<file path="config.mk">
export PLATFORM = sky130hd
export DESIGN_NAME = adc_window_stats
export DESIGN_NICKNAME = d
export VERILOG_FILES = /design/src/rtl/adc_acq_pkg.sv /design/src/rtl/adc_ch_stats.sv /design/src/rtl/adc_window_stats.sv
export SDC_FILE = /design/constraint.sdc
export NUM_CORES = 1
export LEC_CHECK = 0
export CAP_MARGIN = 5
export CORE_UTILIZATION = 45
export CTS_CLUSTER_SIZE = 25
export DETAILED_ROUTE_END_ITERATION = 6
export GPL_ROUTABILITY_DRIVEN = 0
export GPL_TIMING_DRIVEN = 0
export MAX_ROUTING_LAYER = met4
export PLACE_DENSITY_LB_ADDON = 0.15
export SYNTH_ARGS = -nofsm -noshare
export SYNTH_HDL_FRONTEND = slang
export SYNTH_SLANG_ARGS = --single-unit
export TNS_END_PERCENT = 1
</file>
<file path="constraint.sdc">
create_clock -name Clk -period 17.87 [get_ports Clk]
set_clock_uncertainty 0.1 [all_clocks]
set_input_delay 3.574 -clock Clk [delete_from_list [all_inputs] [get_ports Clk]]
set_output_delay 3.574 -clock Clk [all_outputs]
set_load 0.02 [all_outputs]
</file>
<file path="src/rtl/adc_acq_pkg.sv">
// ---------------------------------------------------------------------------
// adc_acq_pkg
//   Shared constants and helpers for the ADC acquisition statistics blocks.
//   - DATA_W_DEF : default sample width (signed two's complement)
//   - smax_init  : most positive signed value of a given width, i.e. the
//                  start value of a running minimum
//   - smin_init  : most negative signed value of a given width, i.e. the
//                  start value of a running maximum
//   Both helpers return a 32-bit pattern; callers keep the low w bits.
// ---------------------------------------------------------------------------
package adc_acq_pkg;

    localparam int DATA_W_DEF = 16;

    // 2^(w-1)-1
    function automatic logic [31:0] smax_init(input int w);
        return (32'd1 << (w - 1)) - 32'd1;
    endfunction

    // -2^(w-1), sign-extended to 32 bits
    function automatic logic [31:0] smin_init(input int w);
        return ~((32'd1 << (w - 1)) - 32'd1);
    endfunction

endpackage

</file>
<file path="src/rtl/adc_ch_stats.sv">
// ---------------------------------------------------------------------------
// adc_ch_stats
//   Running max / min / sum of one ADC channel over the current window.
//   Ports:
//     clk_i       : clock, rising edge
//     rst_i       : synchronous active-high reset
//     sample_i    : signed sample for this channel
//     valid_i     : sample_i is valid this cycle
//     restart_i   : discard the partial window
//     done_i      : this valid beat is the last beat of the window
//     fin_max_o   : running max including sample_i (used by the top on done_i)
//     fin_min_o   : running min including sample_i
//     fin_sum_o   : running sum including sample_i
// ---------------------------------------------------------------------------
module adc_ch_stats
    import adc_acq_pkg::*;
#(
    parameter int DATA_W   = DATA_W_DEF,
    parameter int WIN_LOG2 = 10
) (
    input  logic                             clk_i,
    input  logic                             rst_i,
    input  logic signed [DATA_W-1:0]         sample_i,
    input  logic                             valid_i,
    input  logic                             restart_i,
    input  logic                             done_i,
    output logic signed [DATA_W-1:0]         fin_max_o,
    output logic signed [DATA_W-1:0]         fin_min_o,
    output logic signed [DATA_W+WIN_LOG2-1:0] fin_sum_o
);

    localparam int SUM_W = DATA_W + WIN_LOG2;

    localparam logic [31:0] MAX_INIT_32 = smin_init(DATA_W);
    localparam logic [31:0] MIN_INIT_32 = smax_init(DATA_W);
    localparam logic signed [DATA_W-1:0] MAX_INIT = MAX_INIT_32[DATA_W-1:0];
    localparam logic signed [DATA_W-1:0] MIN_INIT = MIN_INIT_32[DATA_W-1:0];

    logic signed [DATA_W-1:0] max_q, max_d;
    logic signed [DATA_W-1:0] min_q, min_d;
    logic signed [SUM_W-1:0]  sum_q, sum_d;

    logic signed [DATA_W-1:0] base_max, base_min;
    logic signed [SUM_W-1:0]  base_sum;
    logic signed [DATA_W-1:0] upd_max, upd_min;
    logic signed [SUM_W-1:0]  upd_sum;

    always_comb begin
        // A restart throws the partial window away, so a sample arriving with
        // it accumulates onto fresh initial values. On the completion beat the
        // sample still belongs to the old window, so done_i wins.
        if (restart_i && !done_i) begin
            base_max = MAX_INIT;
            base_min = MIN_INIT;
            base_sum = '0;
        end else begin
            base_max = max_q;
            base_min = min_q;
            base_sum = sum_q;
        end

        upd_max = (sample_i > base_max) ? sample_i : base_max;
        upd_min = (sample_i < base_min) ? sample_i : base_min;
        upd_sum = base_sum + {{WIN_LOG2{sample_i[DATA_W-1]}}, sample_i};

        max_d = max_q;
        min_d = min_q;
        sum_d = sum_q;
        if (done_i) begin
            max_d = MAX_INIT;
            min_d = MIN_INIT;
            sum_d = '0;
        end else if (valid_i) begin
            max_d = upd_max;
            min_d = upd_min;
            sum_d = upd_sum;
        end else if (restart_i) begin
            max_d = MAX_INIT;
            min_d = MIN_INIT;
            sum_d = '0;
        end
    end

    always_ff @(posedge clk_i) begin
        if (rst_i) begin
            max_q <= MAX_INIT;
            min_q <= MIN_INIT;
            sum_q <= '0;
        end else begin
            max_q <= max_d;
            min_q <= min_d;
            sum_q <= sum_d;
        end
    end

    assign fin_max_o = upd_max;
    assign fin_min_o = upd_min;
    assign fin_sum_o = upd_sum;

endmodule

</file>
<file path="src/rtl/adc_window_stats.sv">
// ---------------------------------------------------------------------------
// adc_window_stats
//   Per-channel window statistics over 2^WIN_LOG2 valid ADC beats. At the end
//   of each window the max, min, mid-range, peak-to-peak and mean of every
//   channel are loaded into output registers and offered with a valid/ready
//   handshake. An unaccepted result set that gets overwritten sets a sticky
//   Overrun flag.
//   Ports:
//     Clk          : clock, rising edge
//     Rst          : synchronous active-high reset
//     ADC_IN       : packed samples, channel n at [n*DATA_W +: DATA_W]
//     Data_Valid   : ADC_IN valid for all channels
//     Win_Restart  : discard the partial window, start a new one
//     VMax/VMin    : signed window max / min per channel
//     VMid         : floor((VMax+VMin)/2) per channel
//     VMean        : floor(sum / 2^WIN_LOG2) per channel
//     VPP          : unsigned VMax-VMin per channel, DATA_W+1 bits each
//     Stat_Valid   : result set available
//     Stat_Ready   : consumer accepts the result set
//     Overrun      : sticky, a result set was overwritten before acceptance
// ---------------------------------------------------------------------------
module adc_window_stats
    import adc_acq_pkg::*;
#(
    parameter int DATA_W   = DATA_W_DEF,
    parameter int CH_NUM   = 2,
    parameter int WIN_LOG2 = 10
) (
    input  logic                       Clk,
    input  logic                       Rst,
    input  logic [CH_NUM*DATA_W-1:0]   ADC_IN,
    input  logic                       Data_Valid,
    input  logic                       Win_Restart,
    output logic [CH_NUM*DATA_W-1:0]   VMax,
    output logic [CH_NUM*DATA_W-1:0]   VMin,
    output logic [CH_NUM*DATA_W-1:0]   VMid,
    output logic [CH_NUM*DATA_W-1:0]   VMean,
    output logic [CH_NUM*(DATA_W+1)-1:0] VPP,
    output logic                       Stat_Valid,
    input  logic                       Stat_Ready,
    output logic                       Overrun
);

    localparam int SUM_W = DATA_W + WIN_LOG2;
    localparam logic [WIN_LOG2-1:0] CNT_LAST = '1;

    logic [WIN_LOG2-1:0] cnt_q, cnt_d;
    logic                done;

    logic [DATA_W-1:0]   ch_max  [CH_NUM];
    logic [DATA_W-1:0]   ch_min  [CH_NUM];
    logic [DATA_W-1:0]   ch_mid  [CH_NUM];
    logic [DATA_W-1:0]   ch_mean [CH_NUM];
    logic [DATA_W:0]     ch_vpp  [CH_NUM];

    logic [CH_NUM*DATA_W-1:0]     vmax_d, vmin_d, vmid_d, vmean_d;
    logic [CH_NUM*(DATA_W+1)-1:0] vpp_d;
    logic [CH_NUM*DATA_W-1:0]     vmax_q, vmin_q, vmid_q, vmean_q;
    logic [CH_NUM*(DATA_W+1)-1:0] vpp_q;
    logic                         stat_valid_q, stat_valid_d;
    logic                         overrun_q, overrun_d;

    // Completion beat: the valid beat that fills the last slot of the window.
    assign done = Data_Valid && (cnt_q == CNT_LAST);

    always_comb begin
        cnt_d = cnt_q;
        if (done) begin
            cnt_d = '0;
        end else if (Data_Valid) begin
            cnt_d = Win_Restart ? WIN_LOG2'(1) : cnt_q + WIN_LOG2'(1);
        end else if (Win_Restart) begin
            cnt_d = '0;
        end
    end

    for (genvar c = 0; c < CH_NUM; c++) begin : g_ch
        logic signed [DATA_W-1:0] fmax, fmin;
        logic signed [SUM_W-1:0]  fsum;
        logic signed [DATA_W:0]   ext_max, ext_min, mid_sum;
        logic                     unused_lsbs;

        adc_ch_stats #(
            .DATA_W   (DATA_W),
            .WIN_LOG2 (WIN_LOG2)
        ) u_stats (
            .clk_i     (Clk),
            .rst_i     (Rst),
            .sample_i  (ADC_IN[c*DATA_W +: DATA_W]),
            .valid_i   (Data_Valid),
            .restart_i (Win_Restart),
            .done_i    (done),
            .fin_max_o (fmax),
            .fin_min_o (fmin),
            .fin_sum_o (fsum)
        );

        assign ext_max = {fmax[DATA_W-1], fmax};
        assign ext_min = {fmin[DATA_W-1], fmin};
        assign mid_sum = ext_max + ext_min;

        assign ch_max[c]  = fmax;
        assign ch_min[c]  = fmin;
        // Dropping the LSB of the DATA_W+1 bit sum is the arithmetic shift;
        // the result always fits back into DATA_W bits.
        assign ch_mid[c]  = mid_sum[DATA_W:1];
        assign ch_vpp[c]  = ext_max - ext_min;
        // The sum never exceeds DATA_W+WIN_LOG2 bits, so its top DATA_W bits
        // are exactly the floored mean.
        assign ch_mean[c] = fsum[WIN_LOG2 +: DATA_W];

        assign unused_lsbs = ^{mid_sum[0], fsum[WIN_LOG2-1:0]};
    end

    always_comb begin
        vmax_d  = '0;
        vmin_d  = '0;
        vmid_d  = '0;
        vmean_d = '0;
        vpp_d   = '0;
        for (int c = 0; c < CH_NUM; c++) begin
            vmax_d[c*DATA_W +: DATA_W]     = ch_max[c];
            vmin_d[c*DATA_W +: DATA_W]     = ch_min[c];
            vmid_d[c*DATA_W +: DATA_W]     = ch_mid[c];
            vmean_d[c*DATA_W +: DATA_W]    = ch_mean[c];
            vpp_d[c*(DATA_W+1) +: DATA_W+1] = ch_vpp[c];
        end
    end

    // A load on the same cycle as an acceptance keeps Stat_Valid high with the
    // new set; a load without acceptance of a pending set is an overrun.
    always_comb begin
        stat_valid_d = stat_valid_q;
        overrun_d    = overrun_q;
        if (done) begin
            stat_valid_d = 1'b1;
            if (stat_valid_q && !Stat_Ready) begin
                overrun_d = 1'b1;
            end
        end else if (Stat_Ready) begin
            stat_valid_d = 1'b0;
        end
    end

    always_ff @(posedge Clk) begin
        if (Rst) begin
            cnt_q        <= '0;
            vmax_q       <= '0;
            vmin_q       <= '0;
            vmid_q       <= '0;
            vmean_q      <= '0;
            vpp_q        <= '0;
            stat_valid_q <= 1'b0;
            overrun_q    <= 1'b0;
        end else begin
            cnt_q        <= cnt_d;
            stat_valid_q <= stat_valid_d;
            overrun_q    <= overrun_d;
            if (done) begin
                vmax_q  <= vmax_d;
                vmin_q  <= vmin_d;
                vmid_q  <= vmid_d;
                vmean_q <= vmean_d;
                vpp_q   <= vpp_d;
            end
        end
    end

    assign VMax       = vmax_q;
    assign VMin       = vmin_q;
    assign VMid       = vmid_q;
    assign VMean      = vmean_q;
    assign VPP        = vpp_q;
    assign Stat_Valid = stat_valid_q;
    assign Overrun    = overrun_q;

endmodule

</file>
# After elaboration in Yosys (flattened, before gate mapping)
# Index checks and enable logic that the tools add are counted.
[totals]
in_bits = 37
wordCells = 59
latch_bits = 0
out_inout_bits = 164
mem_bits_ro = 0
ff_bits = 290
n_memories = 0
ramBits = 0
[classes]
mul = 0
bitwise_logic = 0
n_lt_le_gt_ge = 4
n_mux = 24
n_addsub = 7
reduce_logical = 9
n_eq_ne = 1
n_div = 0
shifts = 0
[op_table]
columns = ["op", "count"]
rows = [
  ["$mux W16", 14],
  ["$mux W26", 5],
  ["$add A26 B26 Y26", 2],
  ["$add A16 B16 Y17", 2],
  ["$sub A16 B16 Y17", 2],
  ["$gt A16 B16 Y1", 2],
  ["$lt A16 B16 Y1", 2],
  ["$mux W10", 3],
  ["$add A10 B1 Y10 const B", 1],
  ["$eq A10 B10 Y1 const B", 1],
  ["$reduce_bool A2 Y1", 2],
  ["$logic_and A1 B1 Y1", 3],
  ["$logic_not A1 Y1", 2],
  ["$mux W1", 2],
  ["$reduce_and A2 Y1", 1],
  ["$reduce_or A2 Y1", 1],
]

# Logic depth before layout (Yosys ltp)
# Gate-level depths: netlist (run 1).
[depth]
ltp_word = 8
depth_mapped = 31
mapped_depth_nobuf = 27

# Cells and area by module
# Synthesis (run 1) repeated with hierarchy kept, for this count alone.
[unflattened]
cells_unflattened = 2317
hier_area_um2 = 18250.0
[modules_own_cells]
columns = ["mod", "cells_each", "n_inst", "area_each_um2"]
rows = [
  ["adc_window_stats", 1150, 1, 9064.9],
  ["adc_ch_stats at g_ch[1].u_stats", 622, 1, 4715.8],
  ["adc_ch_stats at g_ch[0].u_stats", 545, 1, 4469.3],
]

# Least setup slack after synthesis (run 1)
# Ideal clock, no wire load.
[synth_timing]
path_type = "input to register"
start = "input port Data_Valid"
end = "register vmid_q[30], in the netlist VMid[30]"
path_stages = 24
slack_ps = 8462
required_time_ps = 17691
setup_ps = 79
t_arrival_ps = 9228
cell_sequence = "and4_1 -> a41oi_1 -> clkbuf_1 -> clkbuf_1 -> buf_1 -> nor2_1 -> ha_1 -> a2111oi_0 -> o21ai_1 -> nor4b_1 -> o31ai_2 -> buf_2 -> clkbuf_1 -> o21a_1 -> inv_1 -> ha_1 -> o311a_4 -> o41ai_4 -> o41ai_1 -> o41a_1 -> a221oi_4 -> o21bai_2 -> mux2_4 -> a211oi_2"
[synth_between]
elab_chain_cells = 7
word_cells_on_any_way = 10
cone_classes = "1 x add/sub; 2 x order compare; 4 x mux; 3 x reduce/logical"
[synth_rtl]
columns = ["element", "line", "source"]
rows = [
  ["from (decl)", "adc_window_stats.sv:32", "input logic Data_Valid,"],
  ["$logic_and A1 B1 Y1 *", "adc_window_stats.sv:64", "assign done = Data_Valid && (cnt_q == CNT_LAST);"],
  ["$logic_not A1 Y1 *", "adc_ch_stats.sv:52", "if (restart_i && !done_i) begin"],
  ["$logic_and A1 B1 Y1 *", "adc_ch_stats.sv:52", ""],
  ["$mux W16 *", "adc_ch_stats.sv:52", ""],
  ["$lt A16 B16 Y1", "adc_ch_stats.sv:63", "upd_min = (sample_i < base_min) ? sample_i : base_min;"],
  ["$mux W16 *", "adc_ch_stats.sv:63", ""],
  ["via g_ch[1].fmin[1]", "adc_window_stats.sv:78", "logic signed [DATA_W-1:0] fmax, fmin;"],
  ["$add A16 B16 Y17 *", "adc_window_stats.sv:100", "assign mid_sum = ext_max + ext_min;"],
  ["to (signal assigned)", "adc_window_stats.sv:162", "vmid_q <= vmid_d;"],
  ["to (decl)", "adc_window_stats.sv:58", "logic [CH_NUM*DATA_W-1:0] vmax_q, vmin_q, vmid_q, vmean_q;"],
]
# The timed path passes the listed nets; every way through them passes the cells marked *.
# A chain may end at the register's enable or synchronous reset.

# Final worst setup path (run 1)
[layout_timing]
start = "input port Data_Valid"
end = "register vpp_q[29], in the netlist VPP[29]"
[layout_between]
elab_chain_cells = 7
word_cells_on_any_way = 10
cone_classes = "1 x add/sub; 2 x order compare; 4 x mux; 3 x reduce/logical"
[layout_rtl]
columns = ["element", "line", "source"]
rows = [
  ["$logic_and A1 B1 Y1 *", "adc_window_stats.sv:64", ""],
  ["$logic_not A1 Y1 *", "adc_ch_stats.sv:52", ""],
  ["$logic_and A1 B1 Y1 *", "adc_ch_stats.sv:52", ""],
  ["$mux W16 *", "adc_ch_stats.sv:52", ""],
  ["$lt A16 B16 Y1", "adc_ch_stats.sv:63", ""],
  ["$mux W16 *", "adc_ch_stats.sv:63", ""],
  ["via g_ch[1].fmin[0]", "adc_window_stats.sv:78", ""],
  ["$sub A16 B16 Y17 *", "adc_window_stats.sv:107", "assign ch_vpp[c] = ext_max - ext_min;"],
  ["to (signal assigned)", "adc_window_stats.sv:164", "vpp_q <= vpp_d;"],
  ["to (decl)", "adc_window_stats.sv:59", "logic [CH_NUM*(DATA_W+1)-1:0] vpp_q;"],
]
# Marked as above.

==> run summary, run 1 <==
Required time worst endpoint - 18.27 ns
Overflow after GRT - 0
Total chip power - 1.878 mW
Crit path arrival time - 12.22 ns
Reg2Reg Depth - 28
Syn Area/Cell - 8.224 µm²
DRC violations left - 0
Yosys top cell by area - dfxtp_1
Synth top area share - 31.73%
Antenna violations before repair - 3
PwrDens - 85.00 nW/µm²
Detailed Routing Iterations Pass 1 - 5
P&R area growth vs syn - 20.74%
RSZ-0062 raised after global routing - false
Start of the worst register-to-register path - cnt_q[0]
Worst slew margin - 25.88%
WL/cell - 20.27 µm
Num ports - 201
Synthesized instance count - 2225
Fin. Hold Viols - 0
Achievable frequency - 0.08459 GHz
GR Util All Layers - 30.08%
Pleak - 8.969 nW
Count leader, synth - dfxtp_1
CTS tree - yes
Crit end category - flip-flop
Clock Tree Root - clkbuf_16
Register area share after synthesis - 31.73%
Max Buffers Root-to-Sink - 3
Port buffer count - 200
Dominant cells by area after synthesis - dfxtp_1, ha_1, nor2_1, nand2_1, a21oi_1
NumNets Final - 2682
Status - finished clean
Worst r2r dst - VPP[29]
Total CTS buffers - 35
Synth warn - 0
Post-Syn Nets - 2445
Via/cell ratio - 5.792
Worst-skew pair later-pin latency - 0.56 ns
HPWL Detailed - 47.14 mm
Crit path max fanout - 10
Synthesized flop and latch total - 290
Ys async rst share - 0%
First-pass GRT wire length - 93.82 mm
Die Area - 41470 µm²
DR iter-0 viols - 1312
ANT nets after route - 0
Hold Path Cell Cnt - 2
Setup CP Type - primary input to flip-flop
Rows - 73
Mapped cell area - 18300 µm²
Clock sinks - 290
Period utilization - 66.15%
Worst vdd ir - 0.07270 mV
Core ar. - 39910 µm²
Chip height - 203.6 µm
Reg2reg setup slack - 9.12 ns
CTS clk-pin slew, worst paths - 0.06 ns
Share of cells above drive strength 1 - 4.301%
EDFF count, synth - 0
# hold bufs at CTS - 0
Worst Hold End - g_ch[1].u_stats.sum_q[24]
Startpoint Class - primary input
WL final - 61.15 mm
Synth top cells by count - dfxtp_1, nor2_1, nand2_1, ha_1, a21oi_1
Post-CTS setup buffers - 0
Max Cap Viol - 0
Fin crit period - 11.82 ns
Fin. max-slew vios - 0
Hold Crit Start - g_ch[1].u_stats.sum_q[24]
Pin count of the biggest net entering global routing - 19
Via count - 17470
Number of gates resized after CTS - 0
Least-Margin Pin Slew - 1.108 ns
Setup tns final - 0 ns
Final setup violating endpoints - 0
H-tree levels - 2
Effective utilization at floorplan - 45.84%
Die Span X - 203.6 µm
Vias in the first global route - 16550
Yosys cell types - 75
Main synth FF type - dfxtp_1
Hold crit path type - flip-flop to flip-flop
metal layers:
| metal | part of all wire, % | GRT usage [%] | up-vias |
|---|---|---|---|
| li1 | - | - | 8391 |
| met1 | 46 | 39.88 | 8332 |
| met2 | 44 | 45.55 | 623 |
| met3 | 6.6 | 4.682 | 124 |
| met4 | 3.5 | 12.06 | 0 |
| met5 | 0 | - | - |
layout make-up:
type / count / area [µm²]
Clock inverter: 13 / 136.4
Fill cell: 3763 / 17820
Multi-Input combinational cell: 1704 / 11600
Sequential cell: 290 / 5806
Buffer: 130 / 511.7
Tap cell: 525 / 656.9
Clock buffer: 50 / 992.2
Timing Repair Buffer: 200 / 2002
Antenna cell: 3 / 7.507
Inverter: 101 / 379.1
per-stage QoR:
stage | area [µm²] | hold WS (ns) | instances | setup slack (ns) | util [%]
global placement | 20960 | 0.3314 | 2950 | 5.762 | 52.50
finish | 22090 | 0.3462 | 3016 | 6.049 | 55.35
global route | 22090 | 0.3664 | 3016 | 5.530 | 55.35
CTS | 22080 | 0.3472 | 3013 | 6.258 | 55.33
floorplan | 18300 | 0.3173 | 2225 | 8.462 | -
detailed placement | 20960 | 0.3391 | 2950 | 5.734 | 52.50
logic make-up (layout without fill, tap and decap cells):
logic type / after synthesis / count (layout) / synth area share (%)
flip-flops: 290 / 290 / 31.73
other: 0 / 3 / 0
multiplexers: 64 / 64 / 3.631
buffers and inverters: 231 / 494 / 4.869
AND/OR/NAND/NOR: 741 / 741 / 18.77
adder cells (fa/ha/maj): 183 / 183 / 12.76
AO/OA/AOI/OAI: 620 / 620 / 23.65
XOR/XNOR: 96 / 96 / 4.595
worst max-delay path by stage:
| stage | start | to | cells past startpoint |
|---|---|---|---|
| CTS | Data_Valid | VPP[29] | 28 |
| detailed placement | Data_Valid | VPP[29] | 28 |
| finish | Data_Valid | VPP[29] | 28 |
| global placement | Data_Valid | VPP[29] | 28 |
| global route | Data_Valid | VPP[29] | 28 |
| floorplan | Data_Valid | VMid[30] | 24 |
state kept, by name (all words and copies together), names as in the netlist:
signal,count
g_ch.u_stats.sum_q,52
VPP,34
VMax,32
VMean,32
VMid,32
VMin,32
g_ch.u_stats.max_q,32
g_ch.u_stats.min_q,32
cnt_q,10
Overrun,1
Stat_Valid,1
critical path: stages:
cell and delay (ns):
clkdlybuf4s50_1 0.53, and4_1 0.29, a41oi_1 0.39, clkbuf_1 0.46, clkbuf_1 0.57, buf_1 0.56
nor2_1 0.14, ha_1 0.33, a2111oi_0 0.37, o21ai_1 0.19, nor4b_1 0.19, o31ai_2 0.42
buf_2 0.38, clkbuf_1 0.38, nor3_1 0.08, a21oi_1 0.31, ha_1 0.22, inv_1 0.05
fa_1 0.41, a21oi_1 0.18, o21bai_1 0.13, a21oi_1 0.23, o21ai_0 0.17, a21oi_1 0.42
o211ai_1 0.16, a21o_1 0.22, xnor2_1 0.62, a22o_1 0.23
layout by cell type (no fill, tap or decap), drive strengths merged, types with 9 or more instances in the layout:
cell type      Yosys  routed
a211oi            78      78
a21o              50      50
a21oi            154     154
a22o              60      60
a311oi            23      23
a31oi             14      14
and3              30      30
buf               31      31
clkbuf            99     149
clkdlybuf4s50      0     200
dfxtp            290     290
ha               177     177
inv              101     104
mux2              16      16
mux2i             48      48
nand2            208     208
nand2b            15      15
nand3             20      20
nand3b            18      18
nand4             16      16
nor2             273     273
nor2b             88      88
nor3              33      33
o211ai             9       9
o21a              28      28
o21ai             95      95
o21bai            20      20
o22a              29      29
or3               11      11
xnor2             65      65
xor2              31      31
report_power, final:
part	leakage, nW	total (mW)	internal, mW	switching, mW
sequential	2.35	0.674	0.664	0.0102
clock	0.555	0.713	0.418	0.295
combinational	6.06	0.490	0.188	0.302
total	8.97	1.88	1.27	0.607
(Power assumes the default switching activity.)
==> run 2: changes to the inputs <==
==> constraint.sdc (replaced) <==
create_clock -name Clk -period 11.18 [get_ports Clk]
set_clock_uncertainty 0.1 [all_clocks]
set_input_delay 2.236 -clock Clk [delete_from_list [all_inputs] [get_ports Clk]]
set_output_delay 2.236 -clock Clk [all_outputs]
set_load 0.02 [all_outputs]
==> results of run 2 <==
Same layout as run 1 (identical final DEF). Status: finished clean.
Among the figures that moved: setup slack after placement 5.734 ns -> 0.3818 ns; setup slack after layout 6.049 ns -> 0.6967 ns; register-to-register setup slack 9.12 ns -> 2.43 ns; total power 1.878 mW -> 3.001 mW; worst IR drop on VDD 0.07270 mV -> 0.1162 mV
